<file path="src/rtl/rv32_regfile_mp.sv">
// rv32_regfile_mp: multi-port register file, registered reads, x0 = 0, optional bypass via RV32_REGFILE_BYPASS_EN
module rv32_regfile_mp #(
    parameter int XLEN     = 32,
    parameter int NUM_REGS = 32,
    parameter int NUM_RD   = 2,
    parameter int NUM_WR   = 1
) (
    input  logic                   clk,
    input  logic                   reset,
    input  logic                   stall_in,
    input  logic [NUM_RD*5-1:0]    rs_in,
    input  logic [NUM_WR*5-1:0]    rd_in,
    input  logic [NUM_WR-1:0]      rd_writeback_in,
    input  logic [NUM_WR*XLEN-1:0] rd_value_in,
    output logic [NUM_RD*XLEN-1:0] rs_value_out
);
`ifdef RV32_REGFILE_BYPASS_EN
    localparam bit BYPASS = 1'b1;
`else
    localparam bit BYPASS = 1'b0;
`endif
    localparam int AW = $clog2(NUM_REGS);
    localparam logic [5:0] NR = 6'(NUM_REGS);
    logic [XLEN-1:0] regs [NUM_REGS];
    logic [XLEN-1:0] wd [NUM_REGS];
    logic [NUM_REGS-1:0] we;
    logic [NUM_RD*XLEN-1:0] rv;
    logic [4:0] ra;
    logic rhit;
    // x0 never matches, so regs[0] stays at its reset value of zero; later ports override earlier ones
    always_comb begin
        we = '0;
        for (int r = 0; r < NUM_REGS; r++) wd[r] = '0;
        for (int r = 1; r < NUM_REGS; r++)
            for (int w = 0; w < NUM_WR; w++)
                if (rd_writeback_in[w] && rd_in[5*w +: 5] == 5'(r)) begin
                    we[r] = 1'b1;
                    wd[r] = rd_value_in[XLEN*w +: XLEN];
                end
    end
    always_comb begin
        rv   = '0;
        ra   = '0;
        rhit = 1'b0;
        for (int p = 0; p < NUM_RD; p++) begin
            ra   = rs_in[5*p +: 5];
            rhit = ra != 5'd0 && {1'b0, ra} < NR;
            rv[XLEN*p +: XLEN] = rhit ? regs[ra[AW-1:0]] : '0;
            for (int w = 0; w < NUM_WR; w++)
                if (BYPASS && rhit && rd_writeback_in[w] && rd_in[5*w +: 5] == ra)
                    rv[XLEN*p +: XLEN] = rd_value_in[XLEN*w +: XLEN];
        end
    end
    always_ff @(posedge clk or posedge reset) begin
        if (reset) begin
            for (int r = 0; r < NUM_REGS; r++) regs[r] <= '0;
            rs_value_out <= '0;
        end else begin
            for (int r = 0; r < NUM_REGS; r++)
                if (we[r]) regs[r] <= wd[r];
            if (!stall_in) rs_value_out <= rv;
        end
    end
endmodule

</file>
<file path="config.mk">
export PLATFORM = sky130hd
export DESIGN_NAME = rv32_regfile_mp
export DESIGN_NICKNAME = d
export VERILOG_FILES = /design/src/rtl/rv32_regfile_mp.sv
export SDC_FILE = /design/constraint.sdc
export NUM_CORES = 2
export LEC_CHECK = 0
export CORE_MARGIN = 5
export CORE_UTILIZATION = 63
export DETAILED_ROUTE_END_ITERATION = 7
export GPL_TIMING_DRIVEN = 0
export PLACE_DENSITY_LB_ADDON = 0.15
export REMOVE_ABC_BUFFERS = 1
export SLEW_MARGIN = 20
export SYNTH_ARGS = -nofsm -noshare
export SYNTH_HDL_FRONTEND = slang
export SYNTH_SLANG_ARGS = --single-unit
</file>
<file path="constraint.sdc">
create_clock -name clk -period 48.9 [get_ports clk]
set_clock_uncertainty 0.15 [all_clocks]
set_input_delay 9.78 -clock clk [delete_from_list [all_inputs] [get_ports clk]]
set_output_delay 9.78 -clock clk [all_outputs]
set_load 0.1 [all_outputs]
</file>
==> impl_metrics.py <==
metrics = {
    "global_routing": {
        "overflow": 0,
        "grt_max_degree": 115,
        "track_usage_pct": 33.16,
        "grt_pass1_vias": 37218,
        "grt_pass1_wl_mm": 235.4,
        "antenna_found_initial": 1,
    },
    "placement": {
        "port_buffers": 114,
        "gp_congestion": 0.7623,
        "post_dp_cell_area_um2": 58020,
        "dp_hpwl_mm": 94.73,
        "place_ws_ns": 35.58,
    },
    "timing": {
        "min_period_over_period_pct": 26.07,
        "timing.fmax_ghz": 0.07843,
        "setup_violations": 0,
        "setup_ws_ns": 36.15,
        "worst_pin_slew_ns": 1.143,
        "slew-limit-headroom_pct": 23.53,
        "grt_setup_unrepaired": "no",
        "hold_violations": 0,
        "finalSetupTns_ns": 0,
        "final.min_clock_period_ns": 12.75,
        "drv_slew": 0,
    },
    "detailed_routing": {
        "drc": 0,
        "first_pass_iters": 7,
        "dr_total_vias": 33888,
        "vias_per_cell": 7.337,
        "drtIter0Drc": 3413,
        "detail_route.wl_per_cell_um": 33.15,
        "antenna_left": 0,
        "routed_wirelength_mm": 153.1,
    },
    "clock_network": {
        "cts_buffer_depth": 3,
        "clock-sinks": 1056,
        "htree_num_levels": 3,
        "cts_tree": "built",
        "cts_buffers": 110,
        "holdBufCountCts": 0,
        "cts.clk_slew.worst_paths_ns": 0.06,
        "root_buffer": "clkbuf_16",
        "clk_latency_ns": 0.67,
        "post_cts_buffers": 0,
        "cts_resized": 0,
    },
    "cells_and_area": {
        "nFillCells": 5358,
        "n_antenna_cell": 0,
        "utilization_pct": 71.44,
        "drive_gt1_share_pct": 54.19,
        "fin_nets": 3426,
        "syn2layout_area_growth_pct": 13.05,
        "design_area_um2": 61780,
    },
    "power": {
        "p_per_area_nw_per_um2": 42.39,
        "peakVddDrop_v": 0.00003854,
        "p_leak_nw": 26.50,
    },
    "setup_path": {
        "criticalPathCategory": "input port to register",
        "endpoint_kind": "register",
        "cpPeakStageDelay_ns": 0.88,
        "crit_family": "buffers and inverters",
        "crit_chain": "clkdlybuf4s50_1, nand2_1, nor4_2, buf_2, buf_4, buf_4, buf_2, mux2_2",
        "worstPathArrival_ns": 13.15,
        "cp_slowest_cell": "clkdlybuf4s50_1",
        "cp.buffers_inverters": 5,
        "cp_max_fo": 12,
        "cp-start-kind": "input port",
        "cp.required_ns": 49.30,
    },
    "yosys": {
        "syn-cell-area_um2": 54650,
        "synth_edf_count": 0,
        "synthTopCellsByArea": "dfrtp_1 48%, mux2_2 22%, mux4_2 21%, a221o_1 2.2%, clkbuf_1 1.6%",
        "yosys_warnings": 0,
        "yosysMostFrequentCell": "dfrtp_1",
        "yosysUniqueCellTypes": 38,
        "yosys.area.top_type": "dfrtp_1",
        "synth_top_area_share_pct": 48.35,
        "synthCells": 3436,
        "synth_commonest_cells": "1,056 x dfrtp_1, 1,047 x mux2_2, 501 x mux4_2",
        "async_reset_ff_share_pct": 100.0,
        "syn_avg_cell_area_um2": 15.91,
        "ys.flop_type": "dfrtp_1",
        "ys_seq_elements": 1056,
        "synth-seq-area-share_pct": 48.35,
    },
    "floorplanning": {
        "initial_core_util_pct": 63.19,
        "fp-row-count": 108,
        "die_area_um2": 92740,
        "coreArea_um2": 86480,
        "ioPinCount": 115,
        "die_h_um": 304.5,
        "die_w_um": 304.5,
    },
    "hold_path": {
        "hold_class": "register to register",
    },
    "run": {
        "cap_violations": 0,
    },
    "run_status": {
        "status": "finished clean",
    },
}
-- registers in the layout, indices dropped and copies added (netlist names) --
name / flops
rs_value_out: 64
regs: 992
-- kinds of logic after synthesis --
family,count (synthesis),share of synthesized area (%)
AOI/OAI and AO/OA,265,3.906
DFF,1056,48.35
muxes,1638,43.90
and+or+nand+nor,88,0.8288
buffers and inverters,389,3.015
-- worst paths after layout --
check | start | endpoint | slack [ns] | depth (start not counted)
max reg2reg | regs[799]$_DFFE_PP0N_ | rs_value_out[31]$_DFFE_PP0N_ | 46.84 | 4
min in group asynchronous | reset | regs[404]$_DFFE_PP0N_ | 9.37 | 2
min reg2reg | regs[789]$_DFFE_PP0N_ | regs[789]$_DFFE_PP0N_ | 0.36 | 1
min | regs[789]$_DFFE_PP0N_ | regs[789]$_DFFE_PP0N_ | 0.36 | 1
max | rd_in[1] | regs[666]$_DFFE_PP0N_ | 36.15 | 8
max in group asynchronous | reset | regs[108]$_DFFE_PP0N_ | 36.51 | 7
-- layout by cell type (no fill, tap or decap), drive strengths merged, types with 16 or more instances in the layout --
| cell type | Yosys | layout |
|---|---|---|
| clkbuf | 238 | 180 |
| clkdlybuf4s50 | 0 | 102 |
| a221o | 121 | 121 |
| o211ai | 61 | 61 |
| buf | 148 | 111 |
| mux2i | 77 | 77 |
| nor2 | 16 | 16 |
| mux2 | 1060 | 1060 |
| dfrtp | 1056 | 1056 |
| mux4 | 501 | 501 |
| nand2 | 23 | 23 |
| a21oi | 62 | 62 |
-- layout make-up --
class	instances	area [um2]	share of cell area (%)
multi-input cells	1991	26860	43.47
flip-flops and latches	1056	26430	42.77
clock buffers	180	3467	5.612
repair buffers	213	3257	5.271
well taps	1155	1445	2.339
clock inverters	21	311.5	0.5043
inverters	3	18.77	0.03038
-- power breakdown --
part,internal [mW],total [mW],switching (mW)
sequential,1.04,1.17,0.128
clock,0.522,0.871,0.349
combinational,0.323,0.576,0.252
-- routing by layer --
metal | up-vias | global-route usage [%] | share of wire, %
met2 | 1669 | 52.75 | 48
met4 | 0 | 11.29 | 3.6
met1 | 18433 | 45.53 | 39
li1 | 13405 | - | -
met5 | - | 0 | 0
met3 | 381 | 8.597 | 9.0
-- through the flow --
step                hold slack, ns  power [mW]  instances
floorplan                   0.3201       1.572       3050
global placement            0.3293       1.767       4319
detailed placement          0.3379       1.757       4418
CTS                         0.3550       2.626       4619
global route                0.3712       2.718       4619
finish                      0.3590       2.619       4619
Note: power is estimated with default switching activity, not from simulation.
==> variant: new RTL, same settings <==
Set the parameter `XLEN` to 28 (it was 32).
--- a/src/rtl/rv32_regfile_mp.sv
+++ b/src/rtl/rv32_regfile_mp.sv
@@ -1,5 +1,5 @@
 // rv32_regfile_mp: multi-port register file, registered reads, x0 = 0, optional bypass via RV32_REGFILE_BYPASS_EN
 module rv32_regfile_mp #(
-    parameter int XLEN     = 32,
+    parameter int XLEN     = 28,
     parameter int NUM_REGS = 32,
     parameter int NUM_RD   = 2,
Ports: changed (resized rd_value_in and rs_value_out); port bits go from 115 to 103. The function was not compared with the original's and may differ.
==> variant against the unedited design <==
- utilization increased by 0.18 points
- design area decreased by 12%
- synthesized area fell by 12%
- sequential cell count is 132 lower
- register-to-register slack lost 50 ps
- first-iteration DRC count shrank 24%
- global-route usage down 1.1 points
- sequential power down 13%
- non-clock buffer count fell by 29
- setup slack gained 360 ps
- cell count down 13%
- routed wire length shrank 16%
- power decreased by 13%
==> variant: results (changes against the unedited design) <==
\begin{tabular}{lr}
\hline
Metric & Value \\
\hline
\multicolumn{2}{l}{\textbf{Outcome}} \\
\quad Run status & finished, final reports clean (unchanged) \\
\multicolumn{2}{l}{\textbf{Logic synthesis}} \\
\quad Largest cells by area after synthesis & sky130\_fd\_sc\_hd\_\_dfrtp\_1 48\%, sky130\_fd\_sc\_hd\_\_mux2\_2 22\%, sky130\_fd\_sc\_hd\_\_mux4\_2 21\%, sky130\_fd\_sc\_hd\_\_a221o\_1 2.2\%, sky130\_fd\_sc\_hd\_\_clkbuf\_1 1.7\% (was sky130\_fd\_sc\_hd\_\_dfrtp\_1 48\%, sky130\_fd\_sc\_hd\_\_mux2\_2 22\%, sky130\_fd\_sc\_hd\_\_mux4\_2 21\%, sky130\_fd\_sc\_hd\_\_a221o\_1 2.2\%, sky130\_fd\_sc\_hd\_\_clkbuf\_1 1.6\%) \\
\quad Yosys cell types & 40 (was 38) \\
\quad Post-synth top cells & 928 x sky130\_fd\_sc\_hd\_\_mux2\_2, 924 x sky130\_fd\_sc\_hd\_\_dfrtp\_1, 437 x sky130\_fd\_sc\_hd\_\_mux4\_2 (was 1,056 x sky130\_fd\_sc\_hd\_\_dfrtp\_1, 1,047 x sky130\_fd\_sc\_hd\_\_mux2\_2, 501 x sky130\_fd\_sc\_hd\_\_mux4\_2) \\
\multicolumn{2}{l}{\textbf{Global route}} \\
\quad Global Route Usage Sum & 32.1\% (was 33.2\%) \\
\quad Initial antenna violation count & 0 (was 1) \\
\quad Via count of the first global-routing pass & 32,300 (was 37,200) \\
\quad Met3 usage in global routing & 5.44\% (was 8.60\%) \\
\multicolumn{2}{l}{\textbf{Setup path}} \\
\quad Maximum cell stage delay along the critical path & 590 ps (was 880 ps) \\
\quad Slowest-stage cell, CP & sky130\_fd\_sc\_hd\_\_mux4\_2 (was sky130\_fd\_sc\_hd\_\_clkdlybuf4s50\_1) \\
\multicolumn{2}{l}{\textbf{Finish}} \\
\quad Share of post-route cells with drive strength above 1 & 54.2\% (about the same) \\
\quad Final Non-Filler Cells & 4,020 (was 4,619) \\
\quad Number of inserted filler cells in the final layout & 4,704 (was 5,358) \\
\quad Net count, final & 3,011 (was 3,426) \\
\multicolumn{2}{l}{\textbf{Routing}} \\
\quad Initial DRT Pass Iterations & 5 (was 7) \\
\quad Total wire length after detailed routing & 128 mm (was 153 mm) \\
\quad Number of DRC markers in iteration 0 & 2,594 (was 3,413) \\
\multicolumn{2}{l}{\textbf{Power and ir drop}} \\
\quad Worst-case vdd ir drop & 0.0000304 V (was 0.0000385 V) \\
\quad Share of power burned in the clock network & 32.8\% (was 33.2\%) \\
\quad Net switching power of the design & 634 uW (was 729 uW) \\
\quad Lkg Pwr & 0.0231 uW (was 0.0265 uW) \\
\quad Combinational group power & 502 uW (was 576 uW) \\
\multicolumn{2}{l}{\textbf{Clock network}} \\
\quad Clk\_lat worst skew & 650 ps (was 670 ps) \\
\multicolumn{2}{l}{\textbf{Place}} \\
\quad Post-placement worst setup slack & 35,770 ps (was 35,580 ps) \\
\quad Number of cells after detailed placement & 3,844 (was 4,418) \\
\hline
\end{tabular}
[variant: worst max-delay path, delay by kind of cell]
kind,cells,cell delay (ps)
buf+inv,4,1420
mux,2,1090
compound gates,1,340
[variant: final cells by class]
class	instances	area, um2	area share, %
Clock buffer	143	2820	5.22
Clock inverter	33	380	0.703
Inverter	3	18.8	0.0347
Multi-Input combinational cell	1755	23600	43.6
Sequential cell	924	23100	42.7
Tap cell	978	1220	2.26
Timing Repair Buffer	184	2980	5.50
[variant: logic make-up (layout without fill, tap and decap cells)]
family / Yosys count / in the layout / synth area share [%]
muxes: 1434 / 1434 / 43.9
DFF: 924 / 924 / 48.3
buffers and inverters: 326 / 363 / 2.92
AOI/OAI and AO/OA: 233 / 233 / 3.92
and+or+nand+nor: 88 / 88 / 0.991
[variant: per-layer routing]
layer | wire (um) | up-vias | part of all wire (%)
met1 | 52100 | 16200 | 41
met4 | 3900 | 0 | 3.0
met3 | 9080 | 276 | 7.1
met5 | 0 | - | 0
li1 | - | 11800 | -
met2 | 63200 | 1282 | 49
[variant: worst paths after layout]
kind                                     to  depth (start not counted)  slack, ps             from
min in group asynchronous         regs[163]                          2       9490            reset
setup reg to reg           rs_value_out[27]                          4      46790        regs[503]
hold / removal              rs_value_out[1]                          2        360  rs_value_out[1]
max in group asynchronous         regs[356]                          5      37240            reset
hold reg to reg             rs_value_out[1]                          2        360  rs_value_out[1]
setup / recovery            rs_value_out[4]                          7      36510         rs_in[0]
[variant: metrics by stage]
step,utilization (%),cell area (um2),total power (uW),hold slack [ps]
global route,71.6,54100,2360,380
finish,71.6,54100,2270,359
global placement,64.5,48700,1540,315
floorplan,-,46500,1380,341
CTS,71.6,54100,2280,351
detailed placement,67.4,50900,1530,331
